[src/rtl/dso100_usb_pkg.sv]
// Shared types and helpers for the USB OTG PHY reset / VBUS power sequencer.
package dso100_usb_pkg;

    localparam int unsigned FAULT_CNT_W = 8;

    typedef enum logic [1:0] {
        StRstAssert  = 2'd0,
        StRstRecover = 2'd1,
        StRun        = 2'd2,
        StFaultOff   = 2'd3
    } state_e;

    function automatic logic [FAULT_CNT_W-1:0] sat_inc(input logic [FAULT_CNT_W-1:0] v);
        return (v == '1) ? v : v + FAULT_CNT_W'(1);
    endfunction

endpackage

[src/rtl/dso100_sync2.sv]
// Two-flop synchroniser for a single asynchronous level, with a selectable reset value.
module dso100_sync2 #(
    parameter logic RESET_VAL = 1'b0
) (
    input  logic clk_i,
    input  logic rst_ni,
    input  logic d_i,
    output logic q_o
);

    logic meta_q;
    logic sync_q;

    always_ff @(posedge clk_i) begin
        if (!rst_ni) begin
            meta_q <= RESET_VAL;
            sync_q <= RESET_VAL;
        end else begin
            meta_q <= d_i;
            sync_q <= meta_q;
        end
    end

    assign q_o = sync_q;

endmodule

[src/rtl/dso100_usb_otg_power_ctrl.sv]
// Sequences the USB OTG PHY reset pulse and VBUS switch, with overcurrent filtering,
// timed fault retry and a saturating fault counter reported to the PS.
module dso100_usb_otg_power_ctrl
    import dso100_usb_pkg::*;
#(
    parameter int unsigned CNT_W                 = 24,
    parameter int unsigned RESET_PULSE_CYCLES    = 100000,
    parameter int unsigned RESET_RECOVERY_CYCLES = 10000,
    parameter int unsigned OC_FILTER_CYCLES      = 1000,
    parameter int unsigned OC_RETRY_CYCLES       = 10000000
) (
    input  logic                   aclk,
    input  logic                   aresetn,
    input  logic                   reset_req,
    input  logic                   otg_vbusoc_n,
    input  logic                   fault_clr,
    output logic                   otg_resetn,
    output logic                   vbus_en,
    output logic                   phy_ready,
    output logic                   pwrfault,
    output logic [FAULT_CNT_W-1:0] fault_cnt
);

    localparam int unsigned FILT_W = $clog2(OC_FILTER_CYCLES + 1);

    localparam logic [CNT_W-1:0]  PulseLoad   = CNT_W'(RESET_PULSE_CYCLES - 1);
    localparam logic [CNT_W-1:0]  RecoverLoad = CNT_W'(RESET_RECOVERY_CYCLES - 1);
    localparam logic [CNT_W-1:0]  RetryLoad   = CNT_W'(OC_RETRY_CYCLES - 1);
    localparam logic [FILT_W-1:0] FiltLast    = FILT_W'(OC_FILTER_CYCLES - 1);

    state_e                 state_q, state_d;
    logic [CNT_W-1:0]       cnt_q, cnt_d;
    logic [FILT_W-1:0]      filt_q, filt_d;
    logic [FAULT_CNT_W-1:0] fault_cnt_q, fault_cnt_d;
    logic                   reset_req_q;
    logic                   otg_resetn_q, vbus_en_q, phy_ready_q, pwrfault_q;

    logic vbusoc_n_sync;
    logic oc;
    logic req_edge;

    // Reset value 1 means "no overcurrent" until real samples arrive.
    dso100_sync2 #(
        .RESET_VAL (1'b1)
    ) u_oc_sync (
        .clk_i  (aclk),
        .rst_ni (aresetn),
        .d_i    (otg_vbusoc_n),
        .q_o    (vbusoc_n_sync)
    );

    assign oc       = ~vbusoc_n_sync;
    assign req_edge = reset_req & ~reset_req_q;

    always_comb begin
        state_d     = state_q;
        cnt_d       = cnt_q;
        filt_d      = '0;
        fault_cnt_d = fault_cnt_q;

        if (req_edge) begin
            state_d = StRstAssert;
            cnt_d   = PulseLoad;
        end else begin
            unique case (state_q)
                StRstAssert: begin
                    if (cnt_q == '0) begin
                        state_d = StRstRecover;
                        cnt_d   = RecoverLoad;
                    end else begin
                        cnt_d = cnt_q - CNT_W'(1);
                    end
                end
                StRstRecover: begin
                    if (cnt_q == '0) begin
                        state_d = StRun;
                    end else begin
                        cnt_d = cnt_q - CNT_W'(1);
                    end
                end
                StRun: begin
                    if (oc) begin
                        if (filt_q == FiltLast) begin
                            state_d     = StFaultOff;
                            cnt_d       = RetryLoad;
                            fault_cnt_d = sat_inc(fault_cnt_q);
                        end else begin
                            filt_d = filt_q + FILT_W'(1);
                        end
                    end
                end
                StFaultOff: begin
                    if (cnt_q == '0) begin
                        state_d = StRun;
                    end else begin
                        cnt_d = cnt_q - CNT_W'(1);
                    end
                end
                default: begin
                    state_d = StRstAssert;
                    cnt_d   = PulseLoad;
                end
            endcase
        end

        if (fault_clr) begin
            fault_cnt_d = '0;
        end
    end

    always_ff @(posedge aclk) begin
        if (!aresetn) begin
            state_q      <= StRstAssert;
            cnt_q        <= PulseLoad;
            filt_q       <= '0;
            fault_cnt_q  <= '0;
            reset_req_q  <= 1'b0;
            otg_resetn_q <= 1'b0;
            vbus_en_q    <= 1'b0;
            phy_ready_q  <= 1'b0;
            pwrfault_q   <= 1'b0;
        end else begin
            state_q      <= state_d;
            cnt_q        <= cnt_d;
            filt_q       <= filt_d;
            fault_cnt_q  <= fault_cnt_d;
            reset_req_q  <= reset_req;
            // Outputs decode the next state so they move on the same edge as the FSM.
            otg_resetn_q <= (state_d != StRstAssert);
            vbus_en_q    <= (state_d == StRun);
            phy_ready_q  <= (state_d == StRun);
            pwrfault_q   <= (state_d == StFaultOff);
        end
    end

    assign otg_resetn = otg_resetn_q;
    assign vbus_en    = vbus_en_q;
    assign phy_ready  = phy_ready_q;
    assign pwrfault   = pwrfault_q;
    assign fault_cnt  = fault_cnt_q;

endmodule

[config.mk]
export PLATFORM = sky130hd
export DESIGN_NAME = dso100_usb_otg_power_ctrl
export DESIGN_NICKNAME = d
export VERILOG_FILES = /design/src/rtl/dso100_usb_pkg.sv /design/src/rtl/dso100_sync2.sv /design/src/rtl/dso100_usb_otg_power_ctrl.sv
export SDC_FILE = /design/constraint.sdc
export NUM_CORES = 1
export LEC_CHECK = 0
export CAP_MARGIN = 0
export CORE_AREA = 2 2 56 97
export CTS_CLUSTER_DIAMETER = 40
export DETAILED_ROUTE_END_ITERATION = 8
export DIE_AREA = 0 0 58 99
export GPL_TIMING_DRIVEN = 0
export PLACE_DENSITY = 0.82
export SLEW_MARGIN = 20
export SYNTH_ARGS = -nofsm -noshare
export SYNTH_HDL_FRONTEND = slang
export SYNTH_SLANG_ARGS = --single-unit
[constraint.sdc]
create_clock -name aclk -period 2.2 [get_ports aclk]
set_input_delay 0.44 -clock aclk [delete_from_list [all_inputs] [get_ports aclk]]
set_output_delay 0.44 -clock aclk [all_outputs]
set_load 0.01 [all_outputs]
Word level (Yosys, flattened, before mapping)
Index checks and enable logic that the tools add are counted.
{"block": "totals", "ff_bits": 50, "latchBits": 0, "ram_bits": 0, "romBits": 0, "in_bits": 5, "out_inout_bits": 12, "word_cells": 50, "memories": 0}
{"block": "classes", "addsub": 3, "mul": 0, "div_mod_pow": 0, "n_lt_le_gt_ge": 0, "n_eq_ne": 10, "shift": 0, "mux": 11, "bitwise_logic": 7, "reduce_logical": 9}
{"cell": "$mux 24", "n": 4}
{"cell": "$pmux 24 s3", "n": 1}
{"cell": "$logic_not 24->1", "n": 1}
{"cell": "$sub 24x1->24 const B", "n": 1}
{"cell": "$add 10x1->10 const B", "n": 1}
{"cell": "$eq 10x10->1 const B", "n": 1}
{"cell": "$mux 2", "n": 5}
{"cell": "$add 8x1->8 const B", "n": 1}
{"cell": "$eq 2x2->1 const B", "n": 4}
{"cell": "$eq 8x8->1 const B", "n": 1}
{"cell": "$ne 2x2->1 const B", "n": 3}
{"cell": "$not 1->1", "n": 6}
{"cell": "$pmux 2 s3", "n": 1}
{"cell": "$reduce_or 2->1", "n": 3}
{"cell": "$reduce_and 5->1", "n": 1}
{"cell": "$reduce_or 5->1", "n": 1}
{"cell": "$reduce_and 3->1", "n": 1}
{"cell": "$eq 2x1->1 const B", "n": 1}
{"cell": "$logic_not 2->1", "n": 1}
{"cell": "$reduce_bool 2->1", "n": 1}
{"cell": "$and 1x1->1", "n": 1}

Logic depth before layout (Yosys ltp)
{"block": "logic_depth", "word_depth": 6, "ltp_mapped": 8}

Cells and area by module
From an unflattened synthesis, not the netlist that was laid out.
{"block": "hier_totals", "cells_unflattened": 294, "hier_area_um2": 2555.0}
{"mod": "dso100_usb_otg_power_ctrl", "instances": 1, "cells_per_inst": 290, "area_per_inst_um2": 2502.4, "seq_area_each_um2": 960.9}
{"mod": "dso100_sync2", "instances": 1, "cells_per_inst": 4, "area_per_inst_um2": 52.6, "seq_area_each_um2": 40.0}

Worst setup path after synthesis
No wires, ideal clock.
{"block": "synth_path", "path_type": "reg-to-reg", "start": "register filt_q[0]", "end": "register fault_cnt_q[7] (netlist: fault_cnt[7])", "arrival_ps": 2168, "required_ps": 2141, "slack_ps": -28, "path_stages_with_launch": 8, "n_path_buf": 1, "cell_sequence": "dfxtp_1 > ha_1 > nand4b_1 > or3_1 > clkbuf_1 > nor4_4 > or4b_1 > nand2_1"}
{"block": "synth_between", "elab_chain_len": 2}
{"item": "start: declaration", "line_no": "dso100_usb_otg_power_ctrl.sv:33", "rtl": "logic [FILT_W-1:0] filt_q, filt_d;"}
{"item": "start signal: assignment", "line_no": "dso100_usb_otg_power_ctrl.sv:125", "rtl": "filt_q <= filt_d;"}
{"item": "$eq 10x10->1", "line_no": "dso100_usb_otg_power_ctrl.sv:83", "rtl": "if (filt_q == FiltLast) begin"}
{"item": "$reduce_and 5->1 (no line)"}
{"item": "end signal: assignment", "line_no": "dso100_usb_otg_power_ctrl.sv:126", "rtl": "fault_cnt_q <= fault_cnt_d;"}
{"item": "end: declaration", "line_no": "dso100_usb_otg_power_ctrl.sv:34", "rtl": "logic [FAULT_CNT_W-1:0] fault_cnt_q, fault_cnt_d;"}
Every way passes these cells.
A chain may end at the register's enable or synchronous reset.

Final worst setup path
{"block": "layout_path", "start": "register cnt_q[10]", "end": "register cnt_q[8]"}
{"block": "layout_between", "elab_chain_len": 3, "word_cells_on_any_way": 5}
{"item": "start: declaration", "line_no": "dso100_usb_otg_power_ctrl.sv:32", "rtl": "logic [CNT_W-1:0] cnt_q, cnt_d;"}
{"item": "start signal: assignment", "line_no": "dso100_usb_otg_power_ctrl.sv:114", "rtl": "cnt_q <= PulseLoad;"}
{"item": "start signal: assignment", "line_no": "dso100_usb_otg_power_ctrl.sv:124", "rtl": "cnt_q <= cnt_d;"}
{"item": "$logic_not 24->1 (*)", "line_no": "dso100_usb_otg_power_ctrl.sv:67, dso100_usb_otg_power_ctrl.sv:75, dso100_usb_otg_power_ctrl.sv:93"}
{"item": "$mux 24 / $ne 2x2->1 (equally long branches)"}
{"item": "$pmux 24 s3 / $reduce_and 3->1 (equally long branches)"}
Every way passes the cells marked *; elsewhere a longest branch is shown, timed or not.

==> impl_results.md <==
* Status: finished with violations
* Failing checks: negative setup slack
* Internal at 1150 uW
* Layout cells sized above 1 at 24.8%
* Post-synth EDFFs at 0
* Core footprint at 0.00493 mm^2
* VDD IR-drop max at 0.000423 V
* Comb power frac at 3.6%
* Clock root buffer: clkbuf_8
* Port bufs at 16
* Final ANT Viol Nets at 0
* Nets at 343
* Unrepaired setup endpoints after global routing: yes
* Vias in the first global route at 2379
* WP data arrival at 2.43 ns
* Rows at 34
* Switching part of the total power at 21.9%
* Num CTS Buffers at 5
* Clock share of power at 34.6%
* Critical path start-end classification: reg2reg
* Leakage at 0.00108 uW
* Seq/Total Area, Yosys at 40.5%
* Routed vias/inst at 6.56
* P_sw at 322 uW
* Grt ovf at 0
* Final instance area at 0.00323 mm^2
* Yosys reg bits at 50
* Top-Level Pins at 17
* H-tree depth at 2
* Clock sinks at 50
* GRT Util Overall at 24.0%
* Reg2Reg Setup Slack at -0.05 ns
* Hpwl dp at 4.33 mm
* Hold/Removal Path Class: reg2reg
* Final core utilization at 65.4%
* Final max-slew violation count at 0
* Drt wl/cell at 18.4 um
* Dpl cell area at 0.00270 mm^2
* CTS max path bufs at 2
* TNS Setup at -0.0753 ns
* Die height at 99 um
* Slew margin rel. at 63.5%
* Clock Pin Slew Worst Setup and Hold Paths at 0.09 ns
* Worst setup EP type: flop
* Fin. Hold Viols at 0
* Final period util at 102%
* Die width at 58 um
* Async S/R FF share, synth at 0%
* DIE AREA at 0.00574 mm^2
* Fin worst setup slack at -0.0450 ns
* 1st-pass router iterations at 5
* Initial antenna violation count at 0
* Flop pwr share at 61.9%
* Syn avg cell area at 8.64 um^2
* Final GP Congestion at 0.917
* Global-route wire length before repair at 10.7 mm
* Inserted Diodes at 0
* Hold buffers post-CTS at 0
* Final setup violation count at 4
* Vias at 2552
* Power per Cell Area at 456 mW/mm^2
* Worst Path Max Fanout at 10
* Initial drt markers at 128
* Worst Max-Slew Pin Slew at 0.543 ns
* WP data required at 2.39 ns
* Synth Flop Type: dfxtp_1
* Startpoint Class: flop
* Mapped Nets at 294
* Initial Util at 50.1%
* Min Tclk post-route at 2.25 ns
* Pre-CTS WS at -0.651 ns
* CTS tree: built
* Max-Cap Viols at 0
* Cell Area, Synth at 0.00247 mm^2
* DRT Wirelength at 7.16 mm
* Gate Count Post-Synth at 286
* Area grow syn2layout at 30.5%
* Maximum operating frequency at 445 MHz
* Latest clock arrival within the worst-skew pair at 0.30 ns
* # DRC at 0
* Synth warn at 0
* Largest net degree at the start of global routing at 14
* Count of cell types in the netlist at 53
* Final setup skew at 0.00863 ns
[kinds of logic after synthesis]
family	count (synthesis)	synth area share [%]
AO/OA/AOI/OAI	65	18.8
buffers and inverters	19	3.04
AND/OR/NAND/NOR	134	30.8
flip-flops	50	40.5
XOR/XNOR	14	4.96
adder cells (fa/ha/maj)	3	1.52
multiplexers	1	0.405
[cell type report]
type	instances	area (um^2)
sequential	50	1020
buffer	5	30.0
fill	371	1710
inverter	12	45.0
timing repair buffer	44	374
tap	54	67.6
multi-input combinational	217	1610
clock buffer	7	76.3
[critical path, cell delays in order, from the launching register on]
cell      delay, ns
dfxtp_2        0.37
nor4_1         0.50
nand4_1        0.36
o21a_2         0.34
clkbuf_4       0.21
a311oi_1       0.34
[power by group through the flow]
stage                     clock (uW)  sequential, uW  combinational (uW)
after CTS                        517             913                50.0
final                            508             909                52.3
after floorplan                    0             933                24.4
after global placement             0             934                39.7
after detailed placement           0             934                40.7
after global routing             547             911                58.2
[through the flow]
step / hold WS [ns] / total power, uW / std cells
2_1_floorplan: 0.386 / 958 / 286
3_3_place_gp: 0.391 / 973 / 356
3_5_place_dp: 0.396 / 975 / 356
4_1_cts: 0.415 / 1480 / 374
5_1_grt: 0.433 / 1520 / 389
6_report: 0.411 / 1470 / 389
[synth_stat cells (all sizes together), types with 2 or more instances]
master | instances | area, um^2
nand4b | 3 | 26.3
xor2 | 7 | 61.3
inv | 12 | 45.0
o221a | 3 | 33.8
nor3 | 6 | 30.0
o41ai | 4 | 35.0
and2 | 3 | 18.8
o211ai | 5 | 37.5
xnor2 | 7 | 61.3
nand4 | 6 | 37.5
or3 | 4 | 25.0
nor2 | 33 | 124
nand2 | 20 | 75.1
dfxtp | 50 | 1000
o31ai | 8 | 65.1
a31oi | 4 | 25.0
buf | 2 | 11.3
o21ai | 10 | 50.0
nand3 | 16 | 80.1
clkbuf | 5 | 18.8
or4 | 11 | 90.1
or2 | 3 | 18.8
a21oi | 15 | 75.1
o21a | 3 | 22.5
ha | 3 | 37.5
nor4b | 2 | 17.5
and3 | 5 | 31.3
nand2b | 5 | 31.3
or4b | 2 | 20.0
a211oi | 2 | 15.0
a311oi | 2 | 17.5
nor4 | 11 | 105
[what timing repair did]
item | in CTS | in global routing
setup buffers | 12 | 16
gates resized for setup | 28 | 33
setup endpoints to repair | 31 | 30
cloned | 0 | 0
pin swaps | 8 | 14
endpoints found under the hold margin | 0 | 0
[cell usage in the layout (no fill, tap or decap), drive strengths merged, types with 2 or more instances in the layout]
| master | count |
|---|---|
| dfxtp | 50 |
| inv | 12 |
| or2 | 3 |
| nor4 | 11 |
| o21ai | 10 |
| a311oi | 2 |
| ha | 3 |
| nand2b | 5 |
| o41ai | 4 |
| nand4 | 6 |
| and2 | 3 |
| nor2 | 33 |
| buf | 31 |
| a21oi | 15 |
| clkbuf | 9 |
| o31ai | 8 |
| nand2 | 20 |
| or3 | 4 |
| or4 | 11 |
| nand3 | 16 |
| nor4b | 2 |
| o211ai | 5 |
| o21a | 3 |
| xor2 | 7 |
| nor3 | 6 |
| xnor2 | 7 |
| o221a | 3 |
| a211oi | 2 |
| and3 | 5 |
| or4b | 2 |
| clkdlybuf4s50 | 16 |
| nand4b | 3 |
| a31oi | 4 |
[flip-flops by register name, summed over array words and instances (netlist names)]
| name | count |
|---|---|
| filt_q | 10 |
| u_oc_sync.meta_q | 1 |
| otg_resetn | 1 |
| u_oc_sync.q_o | 1 |
| pwrfault | 1 |
| state_q | 2 |
| fault_cnt | 8 |
| phy_ready | 1 |
| reset_req_q | 1 |
| cnt_q | 24 |
[per-layer routing]
metal | GRT usage, % | vias up | part of all wire, %
li1 | - | 1175 | -
met1 | 24.4 | 1211 | 35
met3 | 3.67 | 41 | 5.3
met2 | 42.2 | 125 | 55
met5 | 0 | - | 0
met4 | 17.7 | 0 | 5.3
[worst paths after layout]
path / from / endpoint / depth (start not counted)
setup / recovery: cnt_q[10] / cnt_q[8] / 5
hold / removal: u_oc_sync.meta_q / u_oc_sync.q_o / 1
setup reg to reg: cnt_q[10] / cnt_q[8] / 5
hold reg to reg: u_oc_sync.meta_q / u_oc_sync.q_o / 1
No activity file was read; power rests on OpenSTA's default activity.
